<file path="config.mk">
export PLATFORM = sky130hd
export DESIGN_NAME = data_memory_mc
export DESIGN_NICKNAME = d
export VERILOG_FILES = /design/src/rtl/data_memory_mc.sv
export SDC_FILE = /design/constraint.sdc
export NUM_CORES = 2
export LEC_CHECK = 0
export CORE_MARGIN = 1
export CORE_UTILIZATION = 35
export DETAILED_ROUTE_END_ITERATION = 6
export MAX_ROUTING_LAYER = met4
export PLACE_DENSITY = 0.45
export SYNTH_ARGS = -nofsm -noshare
export SYNTH_HDL_FRONTEND = slang
export SYNTH_SLANG_ARGS = --single-unit
</file>
<file path="constraint.sdc">
create_clock -name clk -period 6 [get_ports clk]
set_clock_uncertainty 0.15 [all_clocks]
set_input_delay 1.8 -clock clk [delete_from_list [all_inputs] [get_ports clk]]
set_output_delay 1.8 -clock clk [all_outputs]
set_load 0.05 [all_outputs]
</file>
<file path="src/rtl/data_memory_mc.sv">
// data_memory_mc: multi-cycle MEM-stage data memory, stall/done handshake, byte lanes when DMEM_BYTE_EN_EN is defined
module data_memory_mc #(
  parameter int DATA_W = 32,
  parameter int ADDR_W = 6,
  parameter int RD_LAT = 2,
  parameter int WR_LAT = 1
) (
  input  logic                clk,
  input  logic                rst,
  input  logic                MemRd,
  input  logic                MemWr,
  input  logic [ADDR_W-1:0]   Address,
  input  logic [DATA_W-1:0]   Data_in,
  input  logic [DATA_W/8-1:0] ByteEn,
  output logic [DATA_W-1:0]   Data_out,
  output logic                Stall,
  output logic                Done,
  output logic                Err
);
  localparam int NB = DATA_W / 8;
  localparam int MAX_LAT = RD_LAT > WR_LAT ? RD_LAT : WR_LAT;
  localparam int CW = MAX_LAT > 1 ? $clog2(MAX_LAT) : 1;
  typedef enum logic [1:0] {IDLE, BUSY, DONE} state_t;
  state_t state, state_n;
  logic [CW-1:0] cnt, lat_m1;
  logic go, commit, op_wr, cur_wr;
  logic [ADDR_W-1:0] addr_q, cur_addr;
  logic [DATA_W-1:0] data_q, cur_data;
  logic [NB-1:0] cur_be;
  logic [DATA_W-1:0] mem [2**ADDR_W];
  assign go = state == IDLE && (MemRd ^ MemWr);
  assign lat_m1 = MemWr ? CW'(WR_LAT - 1) : CW'(RD_LAT - 1);
  assign commit = state_n == DONE && state != DONE;
  assign cur_wr = state == IDLE ? MemWr : op_wr;
  assign cur_addr = state == IDLE ? Address : addr_q;
  assign cur_data = state == IDLE ? Data_in : data_q;
  assign Stall = go || state == BUSY;
  assign Done = state == DONE;
  assign Err = state == IDLE && MemRd && MemWr;
`ifdef DMEM_BYTE_EN_EN
  logic [NB-1:0] be_q;
  assign cur_be = state == IDLE ? ByteEn : be_q;
  always_ff @(posedge clk)
    if (go) be_q <= ByteEn;
`else
  logic unused_be;
  assign unused_be = ^ByteEn;
  assign cur_be = '1;
`endif
  always_comb begin
    state_n = state;
    state_n = state == DONE ? IDLE
            : state == BUSY ? (cnt == CW'(1) ? DONE : BUSY)
            : go ? (lat_m1 != '0 ? BUSY : DONE) : IDLE;
  end
  always_ff @(posedge clk)
    if (rst) begin
      state <= IDLE;
      cnt <= '0;
      Data_out <= '0;
    end else begin
      state <= state_n;
      cnt <= go ? lat_m1 : state == BUSY ? cnt - 1'b1 : cnt;
      if (go) begin
        op_wr <= MemWr;
        addr_q <= Address;
        data_q <= Data_in;
      end
      if (commit && !cur_wr) Data_out <= mem[cur_addr];
    end
  always_ff @(posedge clk)
    if (!rst && commit && cur_wr)
      for (int i = 0; i < NB; i++)
        if (cur_be[i]) mem[cur_addr][8*i +: 8] <= cur_data[8*i +: 8];
endmodule

</file>
Word level (Yosys, flattened, before mapping). Memories as Yosys holds them, arrays and structs flattened. A register that Yosys moved wholly into a read port is not among the register bits. Cells that the tools add are included. W data, S select, Z words.

Add/subtract/negate cells: 1. Equal/unequal tests: 4. Muxes and demuxes: 13. Bitwise logic cells: 2. Reduce and logical (&&, ||, !) cells: 13.

Operator list (number): $mux W32 (1); $mux W2 (5); $logic_and A1 B1 Y1 (7); $mux W1 (6); $mux W6 (1); $eq A2 B2 Y1 const B (2); $eq A2 B1 Y1 const B (1); $logic_not A1 Y1 (2); $logic_not A2 Y1 (1); $ne A2 B2 Y1 const B (1); $reduce_and A2 Y1 (1); $reduce_bool A2 Y1 (1); $logic_or A1 B1 Y1 (1); $not A1 Y1 (1); $sub A1 B1 Y1 const B (1); $xor A1 B1 Y1 (1).

Bits in registers: 42. RAM bits: 2048. Input port bits: 46. Output and inout bits: 35. Logic and storage cells: 39. Memories kept: 1.

Memory list: mem (depth 64, bits a word 32, rd ports 1, clocked after memory_dff 1, write ports 1, RTL line 30) `logic [DATA_W-1:0] mem [2**ADDR_W];`.

Longest topological paths before layout.
Word-level depth: 11. Gate-level depth with buffers: 12. Gate-level depth less buffers: 7.

Worst setup path before layout. Ideal clock, no wire load.

Kind: input to register. Start: in Address[1]. End: mem mem[17][0], enable pin. Setup time: 421 ps. Data arrival time: 4630 ps. Required time: 5429 ps. Slack: 799 ps. Stages: 8. Buffers on the path: 3. Path through: clkbuf_1 > or2_2 > o22a_1 > buf_4 > nor2_2 > buf_2 > nand2_1 > nor2_1.

Cells in the longest elaborated chain, start to end: 1.

RTL lines: from (decl) (RTL line 12) `input logic [ADDR_W-1:0] Address,`; $mux W6 (RTL line 35) `assign cur_addr = state == IDLE ? Address : addr_q;`; to (decl) (RTL line 30).

Every way passes these cells.

Final worst setup path.
Start: in MemRd. End: out Stall.

Cells in the longest elaborated chain, start to end: 3.

RTL lines: from (decl) (RTL line 10) `input logic MemRd,`; $xor A1 B1 Y1 (RTL line 31) `assign go = state == IDLE && (MemRd ^ MemWr);`; $logic_and A1 B1 Y1 (RTL line 31); $logic_or A1 B1 Y1 (RTL line 37) `assign Stall = go || state == BUSY;`; to (decl) (RTL line 16) `output logic Stall,`.

Every way passes these cells.

==> metrics <==
result of the run=finished, violations left; violations in the final reports=DRC; Synth Area per Inst=between 15 and 20 sq um; worst slew slack as a fraction of its limit=14.02%; post-synthesis to final-layout area growth=19.08%; CTS Buffer Depth=3; H-Tree Depth=4; Main synth FF type=sky130_fd_sc_hd__edfxtp_1; category of the worst setup path launch point=input port; first-pass GRT wire length=389.8 mm; final wirelength=285.3 mm; net count after synthesis=around 4800; number of placement rows=176; RSZ-0062 raised after global routing=no; clock-pin slew on the worst setup and hold paths=0.06 ns; portion of the post-synthesis area used by sequential elements=78.38%; FMAX=195.3 MHz; Async S/R FF share, synth=0%; half-perimeter wire length of the detailed placement result=about 180 mm; number of global-route vias before repair=46175; # nets final=5202; largest cells by area after synthesis=sky130_fd_sc_hd__edfxtp_1 78%, sky130_fd_sc_hd__mux2i_1 6.8%, sky130_fd_sc_hd__o22ai_1 2.1%; CTS Root Cell=sky130_fd_sc_hd__clkbuf_16; Synth top cells by count=2087 x sky130_fd_sc_hd__edfxtp_1, 548 x sky130_fd_sc_hd__mux2i_1, 313 x sky130_fd_sc_hd__nand2_1; routing layer with the top usage in global route=met2; aggregate global routing overflow=0; most frequent cell after synthesis=sky130_fd_sc_hd__edfxtp_1; portion of synthesized cell area occupied by the leading cell type=77.51%; average vias per placed instance=5.681; Iteration-0 DRC Markers=5455; Detailed Routing Iterations Pass 1=7; Min Hold Slack=0.3784 ns; die span in y=482.6 um; count of instances resized after the clock tree is built=0; met2 track demand over resource in global routing=approximately 40%; Critical Path Sink Type=output pin; worst setup slack for register-to-register paths=roughly 1.5 ns; leakage=~32 nW; Antenna Nets Post-Route=0; clock latency on the worst-skew pair=between 0.8 and 0.9 ns; start of the worst register-to-register path=state[0]; library cells used by synthesis=between 70 and 80; met1 GRT Util=about 34%; routed length per instance=34.08 um; final worst path period need=5.120 ns; synthesized cell area=a little over 80000 sq um; via count=roughly 48000; Gate Count Post-Synth=about 4700; Pwr Density=342.8 nW/um^2; Hold WC Path Type=flip-flop to flip-flop; biggest area consumer among synthesized cells=sky130_fd_sc_hd__edfxtp_1; Crit Path Class=input port to output pin; post-synthesis register bit count=2122; die footprint=around 230000 sq um; critical path peak fanout=4; Slew @ Worst Pin=1.290 ns; Core ar.=229900 sq um; total of hold buffers inserted after clock tree synthesis=0; layout cells sized above 1=17.10%; aggregate global-route resource usage=25.11%; TritonCTS clock tree=done; number of cells traversed by the worst hold path=2; Yosys warnings=0; number of pins with negative max-slew slack in the final report=0; critical path arrival=roughly 3.2 ns; path depth of the worst reg2reg path=10; maximum number of pins on one net before global-route repair=73; final routed DRC violation total=2; fin crit share=85.34%; CTS sink count=2122; worst min-delay path endpoint=cnt; count of maximum capacitance violations=0; Die Width=around 480 um; effective utilization at floorplan=roughly a third; worst ir drop on vdd=256.6 uV; total of buffers placed on input and output ports=76; number of buffers inserted by post-CTS setup repair=0; met3 track demand over resource in global routing=3.096%; number of top-level design ports=81; Hold Path Origin=cnt; number of antenna violations at the first check in global routing=14; setup-violating endpoint count in the final report=0; number of failing hold endpoints at the final stage=0; Post-synth EDFFs=2087; required arrival time at the worst endpoint=~4 ns; Routability Congestion=0.8379; R2R Path End=Data_out[22]; TritonCTS buffer count=219; post-route setup TNS=0 ns
==> area by class of cell <==
| type | count | area [sq um] |
|---|---|---|
| timing repair buffer | 527 | 5438 |
| inverter | 2 | 7.507 |
| fill | 20671 | 133600 |
| sequential | 2122 | 63370 |
| tap | 3026 | 3786 |
| clock buffer | 305 | 6005 |
| clock inverter | 98 | 787.0 |
| antenna | 7 | 17.52 |
| multi-input combinational | 2284 | 16870 |
==> registers in the layout, indices dropped and copies added (netlist names) <==
| register | count |
|---|---|
| op_wr | 1 |
| addr_q | 6 |
| mem | 2048 |
| Data_out | 32 |
| data_q | 32 |
| state | 2 |
| cnt | 1 |
==> per-layer routing <==
layer | vias to the layer above | wire (um)
li1 | 20111 | -
met1 | 25409 | 125500
met2 | 1679 | 135700
met3 | 356 | 16330
met4 | 0 | 7771
met5 | - | 0
==> per-stage QoR <==
stage | util [%] | std cells | total power [mW] | setup WS [ns] | cell area, sq um
floorplan | - | 4708 | 18.65 | 0.7992 | 80850
global placement | 38.92 | 7961 | 20.23 | 0.2684 | 89470
detailed placement | 38.92 | 7961 | 20.25 | 0.2716 | 89470
CTS | 41.87 | 8364 | 33.25 | 0.8308 | 96260
global route | 41.87 | 8367 | 33.94 | 0.8096 | 96270
finish | 41.88 | 8371 | 33.01 | 0.8796 | 96280
==> worst max-delay path, cell delays in order <==
cell,delay (ns)
sky130_fd_sc_hd__clkdlybuf4s50_1,0.60
sky130_fd_sc_hd__nor2b_1,0.29
sky130_fd_sc_hd__nor3_1,0.08
sky130_fd_sc_hd__nor2_1,0.22
sky130_fd_sc_hd__buf_12,0.17
==> report_power, final <==
part           internal [mW]  switching [mW]
Sequential              16.6          0.0255
Combinational          0.966            2.28
Clock                   7.37            5.71
Total                   25.0            8.01
==> cell usage in the layout, fill, tap and decap left out, types with 67 or more instances in the layout <==
master,instances
sky130_fd_sc_hd__o22ai_1,263
sky130_fd_sc_hd__buf_4,349
sky130_fd_sc_hd__buf_12,104
sky130_fd_sc_hd__a221oi_1,92
sky130_fd_sc_hd__nor2_1,104
sky130_fd_sc_hd__a222oi_1,73
sky130_fd_sc_hd__edfxtp_1,2087
sky130_fd_sc_hd__clkdlybuf4s50_1,73
sky130_fd_sc_hd__o21ai_0,166
sky130_fd_sc_hd__mux2i_1,547
sky130_fd_sc_hd__a22oi_1,142
sky130_fd_sc_hd__nor2_4,67
sky130_fd_sc_hd__a21oi_1,127
sky130_fd_sc_hd__nand2_1,278
sky130_fd_sc_hd__clkbuf_1,67
sky130_fd_sc_hd__clkbuf_16,220
==> how the worst max path moves through the flow <==
stage                          start          end  slack [ns]  cells past startpoint
after floorplan           Address[1]   mem[17][0]        0.80                      8
after global placement    Address[4]  mem[20][16]        0.27                      6
after global routing           MemRd        Stall        0.81                      5
after detailed placement  Address[4]  mem[20][16]        0.27                      6
final                          MemRd        Stall        0.88                      5
after CTS                      MemRd        Stall        0.83                      5
==> logic make-up after synthesis <==
group / Yosys count / share of synthesized area (%)
buffers and inverters: 302 / 1.705
flip-flops: 2122 / 78.38
multiplexers: 572 / 7.137
AO/OA/AOI/OAI: 1101 / 9.539
AND/OR/NAND/NOR: 611 / 3.239
No activity file was read; power rests on OpenSTA's default activity.
